### config.mk
export PLATFORM = sky130hd
export DESIGN_NAME = lsu_mem_access
export DESIGN_NICKNAME = d
export VERILOG_FILES = /design/src/rtl/lsu_pkg.sv /design/src/rtl/lsu_mem_access_align.sv /design/src/rtl/lsu_mem_access.sv
export SDC_FILE = /design/constraint.sdc
export NUM_CORES = 1
export LEC_CHECK = 0
export ABC_AREA = 0
export CAP_MARGIN = 20
export CORE_MARGIN = 2
export CORE_UTILIZATION = 42
export CTS_BUF_LIST = sky130_fd_sc_hd__clkbuf_4 sky130_fd_sc_hd__clkbuf_8
export CTS_CLUSTER_DIAMETER = 40
export CTS_CLUSTER_SIZE = 20
export DETAILED_ROUTE_END_ITERATION = 12
export PLACE_DENSITY_LB_ADDON = 0.12
export REMOVE_ABC_BUFFERS = 1
export SLEW_MARGIN = 25
export SYNTH_ARGS = -nofsm -noshare
export SYNTH_HDL_FRONTEND = slang
export SYNTH_SLANG_ARGS = --single-unit
### constraint.sdc
create_clock -name clk -period 2.25 [get_ports clk]
set_input_delay 0.5625 -clock clk [delete_from_list [all_inputs] [get_ports clk]]
set_output_delay 0.5625 -clock clk [all_outputs]
set_load 0.01 [all_outputs]
### src/rtl/lsu_pkg.sv
// Shared types and constants for the LSU memory-access stage.
package lsu_pkg;

  typedef enum logic [1:0] {
    SZ_B = 2'd0,
    SZ_H = 2'd1,
    SZ_W = 2'd2
  } size_e;

  typedef enum logic [1:0] {
    ST_IDLE = 2'd0,
    ST_REQ  = 2'd1,
    ST_RSP  = 2'd2,
    ST_WB   = 2'd3
  } state_e;

  localparam logic [6:0] LOAD  = 7'b0000011;
  localparam logic [6:0] STORE = 7'b0100011;

  // Control fields of the in-flight access, held from accept until retire.
  // size is kept raw (2 bits) so that the encoding 3 reaches the word path.
  typedef struct packed {
    logic       is_load;
    logic       zero_ext;
    logic       misalign;
    logic [1:0] size;
    logic [4:0] rd;
  } req_ctrl_t;

endpackage

### src/rtl/lsu_mem_access_align.sv
// Byte-lane steering: store strobes, store data replication and
// load extraction/extension. Purely combinational.
module lsu_align
  import lsu_pkg::*;
#(
  parameter int XLEN = 32
) (
  input  logic [1:0]      size_i,
  input  logic [1:0]      off_i,
  input  logic            zero_ext_i,
  input  logic [XLEN-1:0] st_data_i,
  input  logic [XLEN-1:0] ld_word_i,
  output logic [3:0]      wstrb_o,
  output logic [XLEN-1:0] wdata_o,
  output logic [XLEN-1:0] ld_data_o
);

  logic [XLEN-1:0] shifted;

  // Bring the addressed byte/half down to bit 0; words arrive with off_i = 0.
  assign shifted = ld_word_i >> {off_i, 3'b000};

  // Per-size lane selection; size 3 falls into the word path.
  always_comb begin
    wstrb_o   = 4'b1111;
    wdata_o   = st_data_i;
    ld_data_o = shifted;
    case (size_i)
      SZ_B: begin
        wstrb_o   = 4'b0001 << off_i;
        wdata_o   = {(XLEN/8){st_data_i[7:0]}};
        ld_data_o = zero_ext_i ? {{(XLEN-8){1'b0}}, shifted[7:0]}
                               : {{(XLEN-8){shifted[7]}}, shifted[7:0]};
      end
      SZ_H: begin
        wstrb_o   = 4'b0011 << off_i;
        wdata_o   = {(XLEN/16){st_data_i[15:0]}};
        ld_data_o = zero_ext_i ? {{(XLEN-16){1'b0}}, shifted[15:0]}
                               : {{(XLEN-16){shifted[15]}}, shifted[15:0]};
      end
      default: begin
        wstrb_o   = 4'b1111;
        wdata_o   = st_data_i;
        ld_data_o = shifted;
      end
    endcase
  end

endmodule

### src/rtl/lsu_mem_access.sv
// LSU memory-access stage: effective address, single-outstanding word
// request, load alignment and writeback.
// Optional feature macro: LSU_MISALIGN_TRAP_EN (misaligned half/word raise
// exc_valid instead of being force-aligned and issued).
//
// state   | meaning
// IDLE    | ready for a new decoded instruction
// REQ     | memory request presented, waiting for mem_req_ready
// RSP     | request accepted, waiting for mem_rsp_valid
// WB      | one-cycle writeback (or exception) pulse
module lsu_mem_access
  import lsu_pkg::*;
#(
  parameter int XLEN   = 32,
  parameter int ADDR_W = 32
) (
  input  logic              clk,
  input  logic              rst_n,
  input  logic              in_valid,
  output logic              in_ready,
  input  logic              in_is_load,
  input  logic              in_zero_ext,
  input  logic              in_is_nop,
  input  logic [1:0]        in_size,
  input  logic [XLEN-1:0]   in_rs1_val,
  input  logic [XLEN-1:0]   in_rs2_val,
  input  logic [4:0]        in_rd,
  input  logic [11:0]       in_imm,
  output logic              mem_req_valid,
  input  logic              mem_req_ready,
  output logic [ADDR_W-1:0] mem_addr,
  output logic              mem_we,
  output logic [3:0]        mem_wstrb,
  output logic [XLEN-1:0]   mem_wdata,
  input  logic              mem_rsp_valid,
  input  logic [XLEN-1:0]   mem_rdata,
  output logic              wb_valid,
  output logic [4:0]        wb_rd,
  output logic [XLEN-1:0]   wb_data,
  output logic              exc_valid,
  output logic [ADDR_W-1:0] exc_addr
);

  state_e            state_q, state_d;
  req_ctrl_t         ctrl_q, ctrl_d;
  logic [ADDR_W-1:0] ea_q, ea_d;
  logic [XLEN-1:0]   wdata_q, wdata_d;
  logic [XLEN-1:0]   wb_data_q, wb_data_d;
  logic [XLEN-1:0]   ea_full;
  logic [1:0]        off_eff;
  logic              misalign_in;
  logic [3:0]        strb_raw;
  logic [XLEN-1:0]   ld_data;

  assign ea_full = in_rs1_val + {{(XLEN-12){in_imm[11]}}, in_imm};

`ifdef LSU_MISALIGN_TRAP_EN
  logic [1:0] in_off;
  assign in_off = ea_full[1:0];

  // Flag accesses that cannot be served by one naturally aligned lane group.
  always_comb begin
    misalign_in = 1'b0;
    case (in_size)
      SZ_B:    misalign_in = 1'b0;
      SZ_H:    misalign_in = in_off[0];
      default: misalign_in = (in_off != 2'b00);
    endcase
  end

  // Only aligned accesses are issued, so the raw offset is already natural.
  assign off_eff   = ea_q[1:0];
  assign exc_valid = (state_q == ST_WB) && ctrl_q.misalign;
  assign exc_addr  = ea_q;
`else
  assign misalign_in = 1'b0;

  // Drop the offset bits that a half or word cannot use (forced alignment).
  always_comb begin
    off_eff = ea_q[1:0];
    case (ctrl_q.size)
      SZ_B:    off_eff = ea_q[1:0];
      SZ_H:    off_eff = {ea_q[1], 1'b0};
      default: off_eff = 2'b00;
    endcase
  end

  assign exc_valid = 1'b0;
  assign exc_addr  = '0;
`endif

  lsu_align #(.XLEN(XLEN)) u_align (
    .size_i     (ctrl_q.size),
    .off_i      (off_eff),
    .zero_ext_i (ctrl_q.zero_ext),
    .st_data_i  (wdata_q),
    .ld_word_i  (mem_rdata),
    .wstrb_o    (strb_raw),
    .wdata_o    (mem_wdata),
    .ld_data_o  (ld_data)
  );

  // State and captured-request registers.
  always_ff @(posedge clk or negedge rst_n) begin
    if (!rst_n) begin
      state_q   <= ST_IDLE;
      ctrl_q    <= '0;
      ea_q      <= '0;
      wdata_q   <= '0;
      wb_data_q <= '0;
    end else begin
      state_q   <= state_d;
      ctrl_q    <= ctrl_d;
      ea_q      <= ea_d;
      wdata_q   <= wdata_d;
      wb_data_q <= wb_data_d;
    end
  end

  // Next-state logic; NOPs retire in IDLE without touching the captured request.
  always_comb begin
    state_d   = state_q;
    ctrl_d    = ctrl_q;
    ea_d      = ea_q;
    wdata_d   = wdata_q;
    wb_data_d = wb_data_q;
    case (state_q)
      ST_IDLE: begin
        if (in_valid && !in_is_nop) begin
          ctrl_d.is_load  = in_is_load;
          ctrl_d.zero_ext = in_zero_ext;
          ctrl_d.misalign = misalign_in;
          ctrl_d.size     = in_size;
          ctrl_d.rd       = in_rd;
          ea_d            = ea_full[ADDR_W-1:0];
          wdata_d         = in_rs2_val;
          state_d         = misalign_in ? ST_WB : ST_REQ;
        end
      end
      ST_REQ: begin
        if (mem_req_ready) state_d = ST_RSP;
      end
      ST_RSP: begin
        if (mem_rsp_valid) begin
          if (ctrl_q.is_load) begin
            wb_data_d = (ctrl_q.rd == 5'd0) ? '0 : ld_data;
            state_d   = ST_WB;
          end else begin
            state_d = ST_IDLE;
          end
        end
      end
      ST_WB:   state_d = ST_IDLE;
      default: state_d = ST_IDLE;
    endcase
  end

  assign in_ready      = (state_q == ST_IDLE);
  assign mem_req_valid = (state_q == ST_REQ);
  assign mem_addr      = {ea_q[ADDR_W-1:2], 2'b00};
  assign mem_we        = mem_req_valid && !ctrl_q.is_load;
  assign mem_wstrb     = mem_we ? strb_raw : 4'b0000;
  assign wb_valid      = (state_q == ST_WB) && !ctrl_q.misalign;
  assign wb_rd         = ctrl_q.rd;
  assign wb_data       = wb_data_q;

endmodule

==> summary.md <==
| Metric | Value |
|---|---|
| Outcome | finished with violations |
| Failing checks | setup timing |
| Starting Density | 42.9% |
| CP Data Arrival Time | 2.74 ns |
| Final non-filler cell total | about 1400 |
| Syn. warnings | 0 |
| Switching Share | 38.4% |
| Worst r2r dst | wb_data[26]$_DFFE_PN0P_ |
| Root buf cell | clkbuf_8 |
| Place WS | -1.09 ns |
| Relative max-transition margin | 62.9% |
| Max incr delay on CP | 0.38 ns |
| RD Place Congestion | 0.870 |
| Endpoints failing setup | 9 |
| Slowest CP cell | a221oi_4 |
| Final Max Tran Viols | 0 |
| Crit path time final | 2.45 ns |
| Largest delay share family, worst path | compound AO/OA/AOI/OAI gates |
| Top cell type's share of synthesized area | 37.8% |
| Routed vias | 6812 |
| Vias/cell | 5.03 |
| Final period utilization | 109% |
| Unique masters post-synth | 52 |
| Initial DRC count | between 200 and 300 |
| Async SR Flop Fraction | 100% |
| Synth Area in XOR/XNOR | roughly 3.5% |
| TNS Setup | -0.532 ns |
| Pwr dens | 1050 nW/um^2 |
| Initial antenna violation count | 0 |
| CTS max path bufs | 2 |
| Post-synth top flop | dfrtp_1 |
| Largest net degree at the start of global routing | 68 |
| GR Overflow Total | 0 |
| Sequential power share | 29.6% |
| Clk sink count | 107 |
| Filler cell count | 1346 |
| All-layer global routing usage | 24.0% |
| Worst-Skew Late Latency | 0.40 ns |
| Crit Path Category | input port to flop |
| Final WS setup | -0.205 ns |
| Most frequent cell after synthesis | nand2_1 |
| Global-route wire length before repair | roughly 34 mm |
| Gate Count Post-Synth | ~820 |
| Worst-Margin Slew | 0.557 ns |
| Syn avg cell area | slightly below 9 um^2 |
| Crit path required time | ~2.5 ns |
| Complex-gate fraction of the synthesized area | 17.8% |
| DRC Markers | 0 |
| #FFs+latches synth | 107 |
| Cell area after synthesis | 7090 um^2 |
| Combinational share of power | 59.4% |
| Clock transition at path regs | 0.12 ns |
| CTS buffer count | 9 |
| Max_cap viols | 0 |
| Post-synthesis mux area share | a little under 7% |
| Most frequent cells after synthesis | nand2_1 (196), dfrtp_1 (107), buf_4 (78), o21ai_0 (64), a21oi_1 (35) |
| Vias in the first global route | between 6000 and 7000 |
| Setup slack, reg-to-reg | ~0.13 ns |
| DRT antenna net count | 0 |
| Fin. Hold Viols | 0 |
| Drt first pass iters | 4 |
| Main combinational cell family by area after synthesis | compound AO/OA/AOI/OAI gates |
| CP Launch Type | input port |
| Worst-path maximum fanout | 3 |
| P_int | 7.23 mW |
| Post-synth EDFFs | 0 |
| Worst vdd ir | 506 uV |
| Endpoint class of the critical path | flop |
| Synth Area in Adders | 5.75% |
| Final #Nets | 1285 |
| Die X-Extent | 134 um |
| Leakage | 5.15 nW |
| FP Rows | 47 |
| Area grow syn2layout | 57.5% |
| Synth top area cells | dfrtp_1 (38%), nand2_1 (10%), buf_4 (8.3%), ha_1 (5.5%), o21ai_0 (4.5%) |
| RSZ-0062 raised after global routing | true |
| FF-to-FF Start | ctrl_q[6]$_DFFE_PN0P_ |
| Worst hold slack | 0.477 ns |
| NetSw | 4.50 mW |
| Post-route core utilization | about two thirds |
| Port Buffers | 229 |
| Reg2reg path depth | 10 |
| Clock power share | 11.1% |
| Htree depth | 3 |
| Crit path cell chain | buf_6 > ha_4 > fa_2 > a21o_1 > a221o_1 > a221oi_4 > o31ai_4 > a41oi_2 > xnor2_1 > mux2_4 |
| Layout cells sized above 1 | 28.1% |
| I/O Pins | 265 |
| TritonCTS clock tree | built |
| Chip Height | 134 um |
| DIE AREA | ~18000 um^2 |
| Detail Placement HPWL | 15.6 mm |
| Sequential area share after synthesis | about 38% |
| Final wirelength | between 20 and 25 mm |
| CP Buf/Inv Count | 1 |
| Routed len/inst | 16.3 um |
| Dpl cells | 1304 |
| Min-Delay Path Class | input port to asynchronous set/reset pin |
| Fmax | 407 MHz |
| Worst clock skew | 0.0115 ns |
| Synth area leader | dfrtp_1 |
| Core area | approximately 17000 um^2 |
| Synth Area in Simple Gates | 17.1% |
| # diodes | 0 |
## cell families (layout without fill, tap and decap cells)
group / count (synthesis) / in the layout
AND/OR/NAND/NOR: 283 / 283
adder cells (fa/ha/maj): 32 / 32
XOR/XNOR: 28 / 28
other: 1 / 35
flip-flops: 107 / 107
AO/OA/AOI/OAI: 190 / 190
buffers and inverters: 130 / 415
multiplexers: 45 / 45
## cell usage in the layout (no fill, tap or decap), types with 4 or more instances in the layout
cell / netlist / routed
nand4_1: 8 / 8
ha_1: 31 / 9
a22o_1: 34 / 34
a21oi_2: 0 / 8
a211oi_2: 0 / 5
ha_4: 0 / 22
dfrtp_1: 107 / 105
buf_4: 78 / 140
xor2_1: 14 / 14
dlygate4sd2_1: 0 / 10
clkdlybuf4s15_1: 0 / 13
a21o_1: 7 / 7
and2_1: 5 / 5
conb_1: 1 / 35
o21ai_1: 4 / 16
nor3_1: 8 / 6
buf_12: 0 / 8
buf_6: 0 / 18
clkbuf_8: 0 / 9
xnor2_1: 14 / 13
a41oi_2: 1 / 4
a21boi_1: 0 / 4
buf_2: 11 / 12
mux2_2: 24 / 14
nand2_1: 196 / 195
a21oi_1: 35 / 24
clkdlybuf4s50_1: 0 / 165
o21ai_0: 64 / 48
nand3_1: 8 / 7
inv_6: 0 / 4
nor2_1: 22 / 18
mux2_4: 0 / 10
inv_1: 9 / 8
nand2b_1: 22 / 21
mux2i_1: 21 / 21
clkbuf_2: 0 / 15
## per-stage QoR
stage / cell area [um^2] / power, mW
after floorplan: 6450 / 6.25
after global placement: 10000 / 9.76
after detailed placement: 10000 / 9.84
after CTS: 10800 / 11.3
after global routing: 11200 / 12.5
final: 11200 / 11.7
## final cells by class
type                            instances  area (um^2)  share of cell area, %
Inverter                                9         33.8                  0.303
Clock inverter                          7         81.3                  0.728
Multi-Input combinational cell        613         4370                   39.1
Timing Repair Buffer                  390         3600                   32.2
Tap cell                              220          275                   2.46
Clock buffer                            9          124                   1.11
Sequential cell                       107         2680                   24.0
## state kept, by name, summed over array words and instances, names as in the netlist
signal	flops
wb_data	32
ea_q	32
ctrl_q	4
wb_rd	5
state_q	2
wdata_q	32
## worst max path at each step
stage | from | end | slack (ns) | cells after the start
2_1_floorplan | in_is_nop | ea_q[31]$_DFFE_PN0P_ | -1.43 | 5
3_3_place_gp | in_rs1_val[0] | ea_q[28]$_DFFE_PN0P_ | -1.06 | 10
3_5_place_dp | in_rs1_val[0] | ea_q[28]$_DFFE_PN0P_ | -1.09 | 10
4_1_cts | in_imm[0] | ea_q[28]$_DFFE_PN0P_ | -0.19 | 10
5_1_grt | in_rs1_val[23] | ea_q[28]$_DFFE_PN0P_ | -0.25 | 9
6_report | in_imm[0] | ea_q[28]$_DFFE_PN0P_ | -0.20 | 10
## power groups by stage
| stage | clock [mW] | sequential, mW | combinational (mW) |
|---|---|---|---|
| after floorplan | 0 | 3.74 | 2.51 |
| after global placement | 0 | 3.44 | 6.32 |
| after detailed placement | 0 | 3.45 | 6.39 |
| after CTS | 1.33 | 3.45 | 6.50 |
| after global routing | 1.41 | 3.59 | 7.51 |
| final | 1.30 | 3.47 | 6.96 |
## what timing repair did
action	in CTS	in global routing
pin swaps	55	33
gates resized for setup	227	105
endpoints found under the hold margin	1	0
setup buffers	21	11
hold buffers	1	0
endpoints found under the setup margin	69	63
cloned	2	3
## metal layers
| layer | vias to the layer above | wire [um] | track usage (%) | part of all wire [%] |
|---|---|---|---|---|
| met5 | - | 0 | 0 | 0 |
| met3 | 22 | 1080 | 3.10 | 4.9 |
| li1 | 3346 | - | - | - |
| met1 | 3244 | 9660 | 31.9 | 44 |
| met4 | 0 | 357 | 7.21 | 1.6 |
| met2 | 200 | 11000 | 41.0 | 50 |
Note: power is estimated with default switching activity, not from simulation.
